==> config.mk <==
export PLATFORM = sky130hd
export DESIGN_NAME = ram_burst_writer
export DESIGN_NICKNAME = d
export VERILOG_FILES = /design/src/rtl/ram_burst_writer.sv
export SDC_FILE = /design/constraint.sdc
export NUM_CORES = 1
export LEC_CHECK = 0
export CAP_MARGIN = 15
export CORE_MARGIN = 2
export CORE_UTILIZATION = 52
export CTS_CLUSTER_DIAMETER = 200
export DETAILED_ROUTE_END_ITERATION = 12
export GPL_TIMING_DRIVEN = 0
export PLACE_DENSITY = 0.84
export SLEW_MARGIN = 20
export SYNTH_ARGS = -nofsm -noshare
export SYNTH_HDL_FRONTEND = slang
export SYNTH_SLANG_ARGS = --single-unit
==> constraint.sdc <==
create_clock -name clk -period 2.3 [get_ports clk]
set_input_delay 0.23 -clock clk [delete_from_list [all_inputs] [get_ports clk]]
set_output_delay 0.23 -clock clk [all_outputs]
set_load 0.02 [all_outputs]
==> src/rtl/ram_burst_writer.sv <==
// rtl/ram_burst_writer.sv - run-time loaded register-file RAM with burst write stream and combinational read port
module ram_burst_writer #(
  parameter int k = 8,
  parameter int l = 4,
  parameter int m = 2
) (
  input  logic         clk,
  input  logic         rst_n,
  input  logic         start,
  input  logic [m-1:0] start_adr,
  input  logic [m:0]   burst_len,
  input  logic         in_valid,
  input  logic [k-1:0] in_data,
  output logic         in_ready,
  input  logic [m-1:0] read_adr,
  output logic [k-1:0] data_out,
  output logic         busy,
  output logic         done,
  output logic         err
);

  typedef enum logic [1:0] {IDLE, WRITE, DONE} state_t;

  localparam logic [m:0] LEN_MAX = (m+1)'(l);

  state_t       state, state_nx;
  logic [m-1:0] wr_adr;
  logic [m:0]   remaining;
  logic [k-1:0] mem [l];
  logic         accept_cmd;
  logic         wr_en;

  assign accept_cmd = (state == IDLE) && start && (burst_len != '0);
  assign wr_en      = (state == WRITE) && in_valid;

  always_comb begin
    state_nx = state;
    case (state)
      IDLE:    if (accept_cmd) state_nx = WRITE;
      WRITE:   if (wr_en && remaining == (m+1)'(1)) state_nx = DONE;
      DONE:    state_nx = IDLE;
      default: state_nx = IDLE;
    endcase
  end

  always_ff @(posedge clk) begin
    if (!rst_n) begin
      state     <= IDLE;
      wr_adr    <= '0;
      remaining <= '0;
      err       <= 1'b0;
      for (int i = 0; i < l; i++) mem[i] <= '0;
    end else begin
      state <= state_nx;
      err   <= (state == IDLE) && start && (burst_len == '0);
      // Oversized bursts are clamped so a burst never laps the memory.
      if (accept_cmd) begin
        wr_adr    <= start_adr;
        remaining <= (burst_len > LEN_MAX) ? LEN_MAX : burst_len;
      end
      if (wr_en) begin
        mem[wr_adr] <= in_data;
        wr_adr      <= wr_adr + m'(1);
        remaining   <= remaining - (m+1)'(1);
      end
    end
  end

  assign in_ready = (state == WRITE);
  assign busy     = (state != IDLE);
  assign done     = (state == DONE);
  assign data_out = mem[read_adr];

endmodule

==> results.cfg <==
[power_and_ir_drop]
leakage_uw = 0.0008715
power_density_nw_per_um2 = 612.6
peakVddDrop_mv = 0.4272

[global_routing]
grt_pass1_vias = 1198
grt_pass1_wl_um = 5954
overflow = 0
grt_max_degree = 13
antenna_found_initial = 0
grtUsageTotal = 0.1971

[clock_tree]
cts_root_buf = clkbuf_4
cts_tree = yes
postCtsHoldBufs = 0
cts_resized = 0
clk_latency_ns = 0.34
postCtsSetupBuffers = 0
cts_buffer_depth = 2
cts.sinks = 40
htree_levels = 2
clkTransAtPathRegs_ns = 0.11
cts_buffers = 5

[setup_path]
cp.arrival_ns = 1.78
start_kind = register
crit_path_end_kind = output pin
worst_r2r_path_depth = 5
crit_required_ns = 2.07
reg2reg_to = mem[2][7]
crit_chain = mux4_2, clkdlybuf4s50_1
crit_type = register to output pin
slowest_delay_ns = 0.55
cp_max_fo = 1
worst_path_max_delay_cell = clkdlybuf4s50_1
r2r_slack_ns = 0.29
worstReg2RegStart = state[0]

[floorplan]
die_x_um = 64.46
core_sq_um = 3416
initial_core_util = 0.5564
die_h_um = 64.46
fp.dieArea_sq_um = 4154
num_io_pins = 31
placement_rows = 21

[cells_and_area]
diodes = 0
postLayoutCoreUtil = 0.6714
post_layout_nonfiller_instances = 218
multi_input_area_sq_um = 734.5
fillers = 248
post_route_cells_drive_above_1_share = 0.1453
register_area_sq_um = 1121
syn_to_final_growth_pct = 20.67
nNetsFinal = 192

[routing]
routed_wirelength_um = 3703
firstDrtPassIters = 4
drt_iter0_drc = 58
ant_nets = 0
highest_layer = met4
via_count = 1251
routed-wl-met2_um = 2021
wire_per_inst_um = 16.99
wl_met1_um = 1453
drc = 0
avgViaCountPerCell = 5.739
wl_met3_um = 160

[logic_synthesis]
ys_seq_area_frac = 0.5899
yosys_warnings = 0
syn_inst = 136
avgSynthCellArea_sq_um = 13.97
synth-seq-cells = 40
yosysUniqueCellTypes = 33
synth_fp_nets = 157
netlist_area_sq_um = 1901

[placed_design]
gp_congestion = 0.8835
hpwl_um = 2718
dp.cells = 210
io_buffers = 28

[hold_path]
hold_path_depth = 1
hp-start = remaining[2]
hold_path_class = register to register
holdPathEnd = state[1]

[timing]
fin_crit_sh = 0.8739
slew_headroom = 0.4071
timing.fmax_ghz = 0.4975
setup_violations = 0
hold_viol = 0
rsz0062_at_grt = no
worst_slew_pin_slew_ns = 0.8840
drv_slew = 0
finalClockSkew_ns = 0.008539
min_period_ns = 2.010

[flow_run]
maxCapViolCount = 0

[outcome]
status = finished clean
[state kept, by name, summed over array words and instances (netlist names)]
name and flops:
mem 32, remaining 3, state 2, wr_adr 2
err 1
[worst max-delay path by stage]
stage | start | endpoint | slack [ns] | cells after the start
5_1_grt | state[0] | mem[2][7] | 0.15 | 5
3_5_place_dp | in_valid | mem[3][1] | -0.29 | 5
4_1_cts | state[0] | mem[3][4] | 0.06 | 4
6_report | mem[3][7] | data_out[7] | 0.29 | 2
3_3_place_gp | in_valid | mem[1][4] | -0.22 | 5
2_1_floorplan | state[1] | mem[0][0] | 0.42 | 3
[layout by cell type, fill, tap and decap left out, drive strengths merged, types with 2 or more instances in the layout]
cell and instances:
a211oi 6, a21oi 2, a221oi 2, and2 24
and2b 2, and3 9, buf 3, clkbuf 10
clkdlybuf4s50 28, dfxtp 8, edfxtp 32, ha 2
inv 5, mux4 8, nand2 5, nor2 3
nor3 3, nor3b 4, o21ai 5, o31ai 2
[layer usage]
metal  global-route usage  vias up
met2               0.3555       32
met5                    0        -
li1                     -      590
met1               0.2293      620
met4              0.06649        0
met3              0.04861        9
[report_power, final]
| part | switching [uW] | total, uW | internal [uW] |
|---|---|---|---|
| sequential | 19.9 | 840 | 820 |
| combinational | 116 | 231 | 115 |
| clock | 215 | 335 | 119 |
| total | 351 | 1410 | 1050 |
[through the flow]
stage          worst slack, ns  power, uW  cell area, sq um  hold WS (ns)  setup TNS [ns]
6_report                0.2900       1405              2293        0.5058               0
5_1_grt                 0.1500       1468              2293        0.5324               0
3_3_place_gp           -0.2249       1075              2238        0.4598          -3.803
4_1_cts                0.06172       1416              2293        0.5019               0
2_1_floorplan           0.4173      983.5              1901        0.3481               0
3_5_place_dp           -0.2903       1089              2243        0.4832          -3.019
[synth_stat cells, drive strengths merged]
| cell type | count | area share |
|---|---|---|
| a211o | 1 | 0.0046 |
| a211oi | 6 | 0.024 |
| a221oi | 2 | 0.0092 |
| or3b | 1 | 0.0059 |
| nand2b | 1 | 0.0033 |
| edfxtp | 32 | 0.51 |
| o21ai | 5 | 0.013 |
| ha | 2 | 0.013 |
| and3b | 1 | 0.0046 |
| and3 | 9 | 0.030 |
| nor3b | 4 | 0.028 |
| nand2 | 5 | 0.014 |
| mux4 | 8 | 0.095 |
| o211a | 1 | 0.0053 |
| inv | 5 | 0.0099 |
| or2 | 1 | 0.0033 |
| o2bb2ai | 1 | 0.0046 |
| and2b | 2 | 0.0079 |
| a21oi | 2 | 0.0053 |
| nand3b | 1 | 0.0040 |
| dfxtp | 8 | 0.084 |
| clkbuf | 3 | 0.0059 |
| nor3 | 3 | 0.013 |
| and2 | 24 | 0.079 |
| buf | 3 | 0.011 |
| nor2 | 3 | 0.0099 |
| o31ai | 2 | 0.0079 |
[layout make-up]
type / count / area share
sequential: 40 / 0.4888
clock inverter: 1 / 0.002182
tap: 46 / 0.02510
inverter: 5 / 0.008183
multi-input combinational: 85 / 0.3202
buffer: 6 / 0.01364
clock buffer: 7 / 0.01964
timing repair buffer: 28 / 0.1222
[logic make-up after synthesis]
| kind of cell | synth area share |
|---|---|
| simple gates | 0.2021 |
| compound gates | 0.07373 |
| fa+ha+maj | 0.01316 |
| mux | 0.09480 |
| buf+inv | 0.02633 |
| flops | 0.5899 |
[critical path, delay by kind of cell, from the launching register on]
family / cells / cell delay (ns)
buffers and inverters: 1 / 0.55
DFF: 1 / 0.41
muxes: 1 / 0.49
Note: power is estimated with default switching activity, not from simulation.
